==> config.mk <==
export PLATFORM = sky130hd
export DESIGN_NAME = reg_file_2r1w_flat
export DESIGN_NICKNAME = d
export VERILOG_FILES = /design/src/rtl/reg_file_2r1w_if.sv /design/src/rtl/reg_file_2r1w.sv /design/src/flat_wrapper.sv
export SDC_FILE = /design/constraint.sdc
export NUM_CORES = 1
export LEC_CHECK = 0
export CORE_MARGIN = 1
export CORE_UTILIZATION = 50
export CTS_CLUSTER_SIZE = 14
export DETAILED_ROUTE_END_ITERATION = 12
export PLACE_DENSITY = 0.74
export SLEW_MARGIN = 20
export SYNTH_ARGS = -nofsm -noshare
export SYNTH_HDL_FRONTEND = slang
export SYNTH_SLANG_ARGS = --single-unit
==> constraint.sdc <==
create_clock -name CLK -period 2.1 [get_ports CLK]
set_clock_uncertainty 0.1 [all_clocks]
set_input_delay 0.42 -clock CLK [delete_from_list [all_inputs] [get_ports CLK]]
set_output_delay 0.42 -clock CLK [all_outputs]
set_load 0.005 [all_outputs]
==> src/rtl/reg_file_2r1w_if.sv <==
// Bus bundle for reg_file_2r1w: one masked write port, two registered read ports
// and the flat export of the low registers.
interface reg_file_2r1w_if #(
    parameter int DATA_WIDTH = 8,
    parameter int ADDR_WIDTH = 4,
    parameter int NUM_EXPORT = 4
);
    logic                           WrEn;
    logic [ADDR_WIDTH-1:0]          WrAddr;
    logic [DATA_WIDTH-1:0]          WrData;
    logic [DATA_WIDTH-1:0]          WrBitEn;
    logic                           WrErr;

    logic                           RdEnA;
    logic [ADDR_WIDTH-1:0]          RdAddrA;
    logic [DATA_WIDTH-1:0]          RdDataA;
    logic                           RdValidA;

    logic                           RdEnB;
    logic [ADDR_WIDTH-1:0]          RdAddrB;
    logic [DATA_WIDTH-1:0]          RdDataB;
    logic                           RdValidB;

    logic [NUM_EXPORT*DATA_WIDTH-1:0] Reg_out;

    modport master (
        output WrEn, WrAddr, WrData, WrBitEn,
        output RdEnA, RdAddrA, RdEnB, RdAddrB,
        input  WrErr, RdDataA, RdValidA, RdDataB, RdValidB, Reg_out
    );

    modport slave (
        input  WrEn, WrAddr, WrData, WrBitEn,
        input  RdEnA, RdAddrA, RdEnB, RdAddrB,
        output WrErr, RdDataA, RdValidA, RdDataB, RdValidB, Reg_out
    );
endinterface

==> src/rtl/reg_file_2r1w.sv <==
// Parametrised register file: masked write port with write-protect, two latency-1
// read ports with optional read-during-write bypass, low registers exported flat.
module reg_file_2r1w #(
    parameter int DATA_WIDTH     = 8,
    parameter int REG_FILE_DEPTH = 16,
    parameter int ADDR_WIDTH     = $clog2(REG_FILE_DEPTH),
    parameter int NUM_EXPORT     = 4,
    parameter logic [REG_FILE_DEPTH*DATA_WIDTH-1:0] RESET_VALUES =
        ((REG_FILE_DEPTH*DATA_WIDTH)'(8'h20) << (3*DATA_WIDTH)) |
        ((REG_FILE_DEPTH*DATA_WIDTH)'(8'h81) << (2*DATA_WIDTH)),
    parameter logic [REG_FILE_DEPTH-1:0] RO_MASK = '0,
    parameter bit WR_BYPASS = 1'b1
) (
    input  logic            CLK,
    input  logic            RST,
    reg_file_2r1w_if.slave  bus
);
    // Masks padded to the full address span so any address can index them safely;
    // bits beyond the depth read as "not present" / "not protected".
    localparam int ADDR_SPAN = 1 << ADDR_WIDTH;
    localparam logic [ADDR_SPAN-1:0] PRESENT_MASK = ADDR_SPAN'({REG_FILE_DEPTH{1'b1}});
    localparam logic [ADDR_SPAN-1:0] RO_MASK_EXT  = ADDR_SPAN'(RO_MASK);

    logic [DATA_WIDTH-1:0] regs_reg [REG_FILE_DEPTH];
    logic                  wr_err_reg;
    logic                  wr_accept;
    logic                  wr_reject;
    logic [DATA_WIDTH-1:0] wr_old;
    logic [DATA_WIDTH-1:0] wr_merged;

    logic                  rd_en   [2];
    logic [ADDR_WIDTH-1:0] rd_addr [2];

    assign wr_accept = bus.WrEn && PRESENT_MASK[bus.WrAddr] && !RO_MASK_EXT[bus.WrAddr];
    assign wr_reject = bus.WrEn && !wr_accept;

    always_comb begin
        wr_old = '0;
        if (PRESENT_MASK[bus.WrAddr]) begin
            wr_old = regs_reg[bus.WrAddr];
        end
    end

    assign wr_merged = (wr_old & ~bus.WrBitEn) | (bus.WrData & bus.WrBitEn);

    always_ff @(posedge CLK) begin
        if (RST) begin
            for (int i = 0; i < REG_FILE_DEPTH; i++) begin
                regs_reg[i] <= RESET_VALUES[i*DATA_WIDTH +: DATA_WIDTH];
            end
            wr_err_reg <= 1'b0;
        end else begin
            if (wr_accept) begin
                regs_reg[bus.WrAddr] <= wr_merged;
            end
            wr_err_reg <= wr_reject;
        end
    end

    assign bus.WrErr = wr_err_reg;

    assign rd_en[0]   = bus.RdEnA;
    assign rd_addr[0] = bus.RdAddrA;
    assign rd_en[1]   = bus.RdEnB;
    assign rd_addr[1] = bus.RdAddrB;

    genvar gi;
    generate
        for (gi = 0; gi < 2; gi++) begin : g_rd
            logic [DATA_WIDTH-1:0] rd_next;
            logic [DATA_WIDTH-1:0] rd_data_reg;
            logic                  rd_valid_reg;

            // Rejected writes never win the bypass because wr_accept gates it.
            always_comb begin
                rd_next = '0;
                if (PRESENT_MASK[rd_addr[gi]]) begin
                    if (WR_BYPASS && wr_accept && (rd_addr[gi] == bus.WrAddr)) begin
                        rd_next = wr_merged;
                    end else begin
                        rd_next = regs_reg[rd_addr[gi]];
                    end
                end
            end

            always_ff @(posedge CLK) begin
                if (RST) begin
                    rd_data_reg  <= '0;
                    rd_valid_reg <= 1'b0;
                end else begin
                    rd_valid_reg <= rd_en[gi];
                    if (rd_en[gi]) begin
                        rd_data_reg <= rd_next;
                    end
                end
            end
        end

        for (gi = 0; gi < NUM_EXPORT; gi++) begin : g_export
            assign bus.Reg_out[gi*DATA_WIDTH +: DATA_WIDTH] = regs_reg[gi];
        end
    endgenerate

    assign bus.RdDataA  = g_rd[0].rd_data_reg;
    assign bus.RdValidA = g_rd[0].rd_valid_reg;
    assign bus.RdDataB  = g_rd[1].rd_data_reg;
    assign bus.RdValidB = g_rd[1].rd_valid_reg;
endmodule

==> src/flat_wrapper.sv <==
// flat-port wrapper written by rule: the top's interface ports become plain ports
module reg_file_2r1w_flat 
#(
    parameter int DATA_WIDTH     = 8,
    parameter int REG_FILE_DEPTH = 16,
    parameter int ADDR_WIDTH     = $clog2(REG_FILE_DEPTH),
    parameter int NUM_EXPORT     = 4,
    parameter logic [REG_FILE_DEPTH*DATA_WIDTH-1:0] RESET_VALUES =
        ((REG_FILE_DEPTH*DATA_WIDTH)'(8'h20) << (3*DATA_WIDTH)) |
        ((REG_FILE_DEPTH*DATA_WIDTH)'(8'h81) << (2*DATA_WIDTH)),
    parameter logic [REG_FILE_DEPTH-1:0] RO_MASK = '0,
    parameter bit WR_BYPASS = 1'b1
)
  (CLK, RST, bus_WrEn, bus_WrAddr, bus_WrData, bus_WrBitEn, bus_RdEnA, bus_RdAddrA, bus_RdEnB, bus_RdAddrB, bus_WrErr, bus_RdDataA, bus_RdValidA, bus_RdDataB, bus_RdValidB, bus_Reg_out);
  reg_file_2r1w_if #(.DATA_WIDTH(DATA_WIDTH), .ADDR_WIDTH(ADDR_WIDTH), .NUM_EXPORT(NUM_EXPORT)) bus_i ();
  input  logic CLK;
  input  logic RST;
  input wire logic [$bits(bus_i.WrEn)-1:0] bus_WrEn;
  input wire logic [$bits(bus_i.WrAddr)-1:0] bus_WrAddr;
  input wire logic [$bits(bus_i.WrData)-1:0] bus_WrData;
  input wire logic [$bits(bus_i.WrBitEn)-1:0] bus_WrBitEn;
  input wire logic [$bits(bus_i.RdEnA)-1:0] bus_RdEnA;
  input wire logic [$bits(bus_i.RdAddrA)-1:0] bus_RdAddrA;
  input wire logic [$bits(bus_i.RdEnB)-1:0] bus_RdEnB;
  input wire logic [$bits(bus_i.RdAddrB)-1:0] bus_RdAddrB;
  output wire logic [$bits(bus_i.WrErr)-1:0] bus_WrErr;
  output wire logic [$bits(bus_i.RdDataA)-1:0] bus_RdDataA;
  output wire logic [$bits(bus_i.RdValidA)-1:0] bus_RdValidA;
  output wire logic [$bits(bus_i.RdDataB)-1:0] bus_RdDataB;
  output wire logic [$bits(bus_i.RdValidB)-1:0] bus_RdValidB;
  output wire logic [$bits(bus_i.Reg_out)-1:0] bus_Reg_out;
  assign bus_i.WrEn = bus_WrEn;
  assign bus_i.WrAddr = bus_WrAddr;
  assign bus_i.WrData = bus_WrData;
  assign bus_i.WrBitEn = bus_WrBitEn;
  assign bus_i.RdEnA = bus_RdEnA;
  assign bus_i.RdAddrA = bus_RdAddrA;
  assign bus_i.RdEnB = bus_RdEnB;
  assign bus_i.RdAddrB = bus_RdAddrB;
  assign bus_WrErr = bus_i.WrErr;
  assign bus_RdDataA = bus_i.RdDataA;
  assign bus_RdValidA = bus_i.RdValidA;
  assign bus_RdDataB = bus_i.RdDataB;
  assign bus_RdValidB = bus_i.RdValidB;
  assign bus_Reg_out = bus_i.Reg_out;
  reg_file_2r1w #(.DATA_WIDTH(DATA_WIDTH), .REG_FILE_DEPTH(REG_FILE_DEPTH), .ADDR_WIDTH(ADDR_WIDTH), .NUM_EXPORT(NUM_EXPORT), .RESET_VALUES(RESET_VALUES), .RO_MASK(RO_MASK), .WR_BYPASS(WR_BYPASS)) u_core (.CLK(CLK), .RST(RST), .bus(bus_i));
endmodule
==> results of run 1 <==
## routing by layer
metal / global-route usage (%) / vias up
li1: - / 3123
met1: 45.9 / 3829
met2: 57.6 / 765
met3: 9.73 / 190
met4: 21.5 / 0
met5: 0 / -
## path summary, 6_finish.rpt
kind | startpoint | to | depth (start not counted)
worst min-delay path | u_core.bus.RdDataB[2]$_SDFFE_PP0P_ | u_core.bus.RdDataB[2]$_SDFFE_PP0P_ | 2
worst max-delay path | u_core.regs_reg[2][0]$_SDFFCE_PN1P_ | u_core.regs_reg[4][0]$_SDFFCE_PN0P_ | 6
worst max register to register | u_core.regs_reg[2][0]$_SDFFCE_PN1P_ | u_core.regs_reg[4][0]$_SDFFCE_PN0P_ | 6
worst min register to register | u_core.bus.RdDataB[2]$_SDFFE_PP0P_ | u_core.bus.RdDataB[2]$_SDFFE_PP0P_ | 2
## cell families (layout without fill, tap and decap cells)
group | Yosys count | after routing
AO/OA/AOI/OAI | 96 | 96
flip-flops | 146 | 146
AND/OR/NAND/NOR | 224 | 224
XOR/XNOR | 8 | 8
buffers and inverters | 64 | 295
other | 1 | 1
multiplexers | 152 | 152
## worst max-delay path: cells and delay by family, from the launching register on
family | cells | cell delay, ps
buf+inv | 1 | 240
compound gates | 3 | 650
mux | 1 | 510
simple gates | 1 | 50
flops | 1 | 440
## layout by cell type, fill, tap and decap left out, drive strengths merged
master / count
inv: 4
clkdlybuf4s50: 72
a31o: 8
o22ai: 8
nor3b: 3
mux2: 56
edfxtp: 128
nand2: 31
conb: 1
bufinv: 1
nor2b: 4
nor3: 1
and3: 1
xnor2: 8
o21ai: 8
and3b: 2
nor2: 145
a22oi: 16
dfxtp: 18
mux2i: 24
bufbuf: 1
buf: 180
nand2b: 27
nand3: 8
dlygate4sd2: 4
clkbuf: 22
a311oi: 16
o211ai: 40
clkinv: 5
or2: 2
clkinvlp: 5
mux4: 72
dlymetal6s2s: 1
## repair_timing
action,4_1_cts,5_1_grt
resized for setup,81,89
endpoints found under the setup margin,144,140
hold buffers,0,0
cloned,5,1
setup buffers,19,10
pin swaps,17,20
## layout make-up
| cell class | count | area (um^2) |
|---|---|---|
| well taps | 225 | 282 |
| clock buffers | 17 | 425 |
| multi-input cells | 481 | 5020 |
| clock inverters | 15 | 134 |
| fillers | 1054 | 4670 |
| flip-flops and latches | 146 | 4200 |
| repair buffers | 263 | 2680 |
## through the flow
step	util (%)	power, mW	setup TNS, ps	setup WS (ps)	hold slack (ps)
floorplan	-	4.26	-94.9	-12.6	376
global placement	65.0	4.99	-133170	-770	375
detailed placement	65.0	5.03	-144280	-848	387
CTS	71.4	8.07	-1450	-58.8	396
global route	73.2	8.39	-9060	-178	414
finish	73.2	8.25	-6950	-154	392
## power groups by stage
stage                     registers (mW)  clock network [mW]  logic, mW
after floorplan                     3.41                   0      0.852
after global placement              3.43                   0       1.56
after detailed placement            3.44                   0       1.59
after CTS                           3.38                2.91       1.77
after global routing                3.40                3.04       1.95
final                               3.40                2.94       1.91
==> run_results.csv, run 1 <==
group,metric,value,unit
layout,antenna_cells,0,
job,max_cap_violations,0,
worst_setup_path,r2r_setup_slack,-150,ps
layout,drive_gt1_share,49.9,%
drt,wl_met2,15.7,mm
grt,gr-total-overflow,0,
yosys,synth_area_per_cell,13.0,um^2
worst_setup_path,critPathMaxStageDelay,510,ps
clock_network,clkSinkCount,146,
drt,met1_length,11.5,mm
yosys,synth_top_family_by_area,"multiplexers",
yosys,ys_seq_area_share,46.8,%
clock_network,clock-root-buffer,"clkbuf_16",
layout,nNetsFinal,942,
sta,min_period,2250,ps
clock_network,path_clk_slew,70,ps
sta,finalSetupViolCount,116,
placed_design,place_area,0.0113,mm^2
layout,syn2layout_area_growth,41.9,%
clock_network,htree_levels,4,
drt,wl,34.3,mm
yosys,synth_area_leaders,"edfxtp_1 (43%), mux4_2 (17%), mux2_2 (7.0%)",
placed_design,place_inst,1090,
outcome,violations,"setup timing",
drt,dr.pass1.iters,7,
pwr,seq_power_share,41.2,%
clock_network,clk_latency,450,ps
floorplanning,die_w,136,um
sta,slew_headroom,50.3,%
worst_setup_path,startpoint_type,"flop",
worst_setup_path,cp_slowest_cell,"mux4_2",
placed_design,gp_congestion,0.994,
sta,fin_crit_sh,107,%
grt,antenna_found_initial,0,
yosys,synthArstFlopShare,0,%
pwr,p_int,5.86,mW
pwr,ir_worst_vdd,0.511,mV
placed_design,port_buffers,82,
yosys,synth.largest_area_cell,"edfxtp_1",
sta,worstMarginPinSlew,744,ps
yosys,synthAdderAreaFrac,0,%
floorplanning,core-area,0.0174,mm^2
yosys,synth_top_flop_cell,"edfxtp_1",
drt,drt_iter0_markers,1196,
worst_setup_path,path_cells,"mux4_2 > o22ai_4 > o211ai_2 > o21ai_4 > clkbuf_16 > nor2_1",
yosys,synth_area,0.00898,mm^2
clock_network,clock_path_buffers,2,
floorplanning,ioPinCount,84,
drt,vias,7907,
floorplanning,die_y,136,um
floorplanning,start_util,51.6,%
yosys,synth.most_common_cell,"nor2_1",
floorplanning,dieArea,0.0185,mm^2
yosys,ys_ff_latch,146,
worst_setup_path,cp-end-kind,"flop",
yosys,synth-edff-count,128,
layout,finalNonFillerCells,1147,
floorplanning,rows,48,
grt,grt_max_degree,35,
grt,grt_pass1_vias,7695,
worst_setup_path,cp.required,2200,ps
sta,slew_viol_final,0,
grt,grt_pass1_wl,47.8,mm
pwr,pwr_density_cell,647,mW/mm^2
pwr,switchingPower,2.39,mW
drt,highest_layer,"met4",
pwr,p_comb_share,23.1,%
sta,setup_ws,-154,ps
yosys,synth_xor_area_share,0.780,%
clock_network,cts_tree,"done",
yosys,ys_types,33,
drt,via_per_inst,6.89,
min_path,min_path_type,"flop to flop",
yosys,muxShareOfSynthArea,27.9,%
pwr,p_leak,4.63,nW
pwr,swShare,29.0,%
placed_design,place_hpwl,22.4,mm
grt,track_usage,36.8,%
drt,wire_per_inst,29.9,um
yosys,synth_top_cell_area_share,42.8,%
yosys,synthTopCellsByCount,"nor2_1 (145), edfxtp_1 (128), mux4_2 (69)",
pwr,clkPwrFrac,35.7,%
yosys,yosys_warnings,0,
outcome,status,"finished with violations",
sta,fmax,444,MHz
layout,final_area,0.0127,mm^2
drt,ant_nets,0,
worst_setup_path,crit_fanout,8,
yosys,synthCells,691,
drt,dr_wl_met3,4.60,mm
sta,rsz0062_at_grt,"yes",
worst_setup_path,cp_data_arrival_time,2350,ps
worst_setup_path,worstSetupPathType,"flop to flop",
yosys,yosys.area_share.simple,10.7,%
layout,largest_reg_flops,128,
yosys,synth.net_count,724,
yosys,synth_compound_area_share,9.53,%
clock_network,cts_made_buffers,17,
sta,finalHoldViolCount,0,
drt,drc,0,
Power figures use the tool's default switching activity.
==> inputs of run 2 (changes only) <==
==> constraint.sdc (replaced) <==
create_clock -name CLK -period 2.01 [get_ports CLK]
set_clock_uncertainty 0.1 [all_clocks]
set_input_delay 0.402 -clock CLK [delete_from_list [all_inputs] [get_ports CLK]]
set_output_delay 0.402 -clock CLK [all_outputs]
set_load 0.005 [all_outputs]
==> run 2 against run 1 <==
The run still ends with setup timing left. Utilization increased by 0.22 points. Die area unchanged. Maximum frequency increased by 3.1%. Count of clock-buffer cells in the layout increased by 2. Critical path depth unchanged.
==> run_results.csv, run 2 (synthesized netlist as in run 1, its figures left out) <==
group,metric,value,unit
sta,setup_tns,-15080,ps
worst_setup_path,path_delay_family,"compound AO/OA/AOI/OAI gates",
grt,grt_max_degree,35,
clock_network,clock-root-buffer,"clkbuf_16",
sta,min_period,2190,ps
outcome,status,"finished with violations",
pwr,pwr_density_cell,675,mW/mm^2
layout,drive_gt1_share,49.7,%
layout,antenna_cells,0,
layout,multiInputGateArea,0.00506,mm^2
clock_network,clkSinkCount,146,
layout,mostFrequentLayoutCell,"edfxtp_1",
worst_setup_path,rr_startpoint,"u_core.regs_reg[8][6]$_SDFFCE_PN0P_",
layout,nNetsFinal,927,
worst_setup_path,path_cells,"mux4_2 > o22ai_2 > o211ai_2 > buf_4 > o211ai_1 > a311oi_2",
sta,worstMarginPinSlew,577,ps
pwr,power,8.63,mW
sta,slew_headroom,61.4,%
layout,final_area,0.0128,mm^2
clock_network,path_clk_slew,60,ps
clock_network,clk_latency,430,ps
worst_setup_path,critPathMaxStageDelay,490,ps
worst_setup_path,cp_num_buf_inv,1,
grt,gr-total-overflow,0,
floorplanning,ioPinCount,84,
floorplanning,rows,48,
sta,finalHoldViolCount,0,
worst_setup_path,r2r-end,"u_core.bus.RdDataB[6]$_SDFFE_PP0P_",
layout,fillers,1024,
layout,post-route-util,73.4,%
floorplanning,start_util,51.6,%
drt,ant_nets,0,
worst_setup_path,cp-end-kind,"flop",
grt,track_usage,35.2,%
clock_network,htree_levels,4,
drt,drt_iter0_markers,989,
layout,syn2layout_area_growth,42.3,%
min_path,min_path_type,"flop to flop",
worst_setup_path,endpoint,"u_core.bus.RdDataB[6]$_SDFFE_PP0P_",
clock_network,cts_tree,"done",
clock_network,clock_path_buffers,2,
floorplanning,dieArea,0.0185,mm^2
pwr,ir_worst_vdd,0.630,mV
worst_setup_path,cp_data_arrival_time,2360,ps
drt,wl,32.4,mm
worst_setup_path,cp.depth,6,
worst_setup_path,r2r_setup_slack,-180,ps
clock_network,cts_made_buffers,17,
worst_setup_path,reg2regPathDepth,6,
layout,regArea,0.00420,mm^2
worst_setup_path,cp_slowest_cell,"mux4_2",
floorplanning,core-area,0.0174,mm^2
placed_design,gp_congestion,0.985,
grt,antenna_found_initial,0,
worst_setup_path,worstSetupStartpoint,"u_core.regs_reg[8][6]$_SDFFCE_PN0P_",
floorplanning,die_y,136,um
drt,via_per_inst,6.88,
drt,drc,0,
sta,finalSetupViolCount,137,
worst_setup_path,crit_fanout,3,
sta,fin_crit_sh,109,%
worst_setup_path,cp.required,2190,ps
drt,dr.pass1.iters,6,
sta,fmax,458,MHz
placed_design,port_buffers,82,
layout,mostFrequentLayoutCells,"edfxtp_1 (128), buf_4 (111), nor2_1 (88), mux4_2 (72), clkdlybuf4s50_1 (71)",
sta,rsz0062_at_grt,"yes",
drt,wire_per_inst,28.6,um
worst_setup_path,startpoint_type,"flop",
floorplanning,die_w,136,um
sta,setup_ws,-175,ps
job,max_cap_violations,0,
sta,slew_viol_final,0,
outcome,violations,"setup timing",
placed_design,place_area,0.0114,mm^2
layout,largest_reg_flops,128,
grt,grt_pass1_vias,7489,
drt,vias,7784,
pwr,p_leak,4.65,nW
placed_design,place_hpwl,21.9,mm
worst_setup_path,worstSetupPathType,"flop to flop",
grt,grt_pass1_wl,46.0,mm
run 2: changes by cell type in the layout (fill, tap and decap cells not counted), sizes merged, moves of 2 or more:
| cell | delta |
|---|---|
| dlymetal6s2s | +3 |
| buf | -16 |
| clkinv | -2 |
| dlygate4sd2 | -2 |
run 2: area by class of cell:
type | instances | share of cell area (%)
clock buffer | 19 | 3.39
clock inverter | 12 | 1.05
multi-input combinational | 481 | 39.6
sequential | 146 | 32.9
tap | 225 | 2.20
timing repair buffer | 248 | 20.9
run 2: how the worst min path moves through the flow:
stage | from | to | slack (ps) | cells after the start
2_1_floorplan | u_core.bus.RdDataA[0]$_SDFFE_PP0P_ | u_core.bus.RdDataA[0]$_SDFFE_PP0P_ | 380 | 2
3_5_place_dp | u_core.bus.RdDataB[0]$_SDFFE_PP0P_ | u_core.bus.RdDataB[0]$_SDFFE_PP0P_ | 390 | 2
4_1_cts | u_core.bus.RdDataB[0]$_SDFFE_PP0P_ | u_core.bus.RdDataB[0]$_SDFFE_PP0P_ | 390 | 2
5_1_grt | u_core.bus.RdDataB[0]$_SDFFE_PP0P_ | u_core.bus.RdDataB[0]$_SDFFE_PP0P_ | 420 | 2
6_report | u_core.bus.RdDataB[0]$_SDFFE_PP0P_ | u_core.bus.RdDataB[0]$_SDFFE_PP0P_ | 390 | 2
3_3_place_gp | u_core.bus.RdDataB[3]$_SDFFE_PP0P_ | u_core.bus.RdDataB[3]$_SDFFE_PP0P_ | 380 | 2
run 2: stage by stage:
stage	hold slack (ps)	std cells	setup WS [ps]
finish	393	1131	-175
global route	416	1131	-231
CTS	395	1124	-110
detailed placement	387	1082	-934
global placement	377	1082	-904
floorplan	376	691	-76.5
run 2: where the power goes:
part           switching, mW  internal [mW]  total, mW
Clock                   1.28           1.82       3.11
Sequential             0.115           3.43       3.55
Combinational          0.974           1.01       1.98
run 2: worst min-delay path, cell delays in order, from the launching register on:
cell and delay, ps:
dfxtp_1 310, nor2_1 90, a311oi_1 50
run 2: what timing repair did:
action,4_1_cts,5_1_grt
gates resized for setup,68,103
hold endpoints to repair,0,0
hold buffers,0,0
setup endpoints to repair,272,173
cloned,3,2
buffers inserted,11,9
pin swaps,25,30
run 2: routing by layer:
metal	part of all wire (%)	global-route usage (%)
met1	34	44.6
met2	46	56.0
met5	0.059	0.833
met3	12	6.97
met4	7.0	20.5
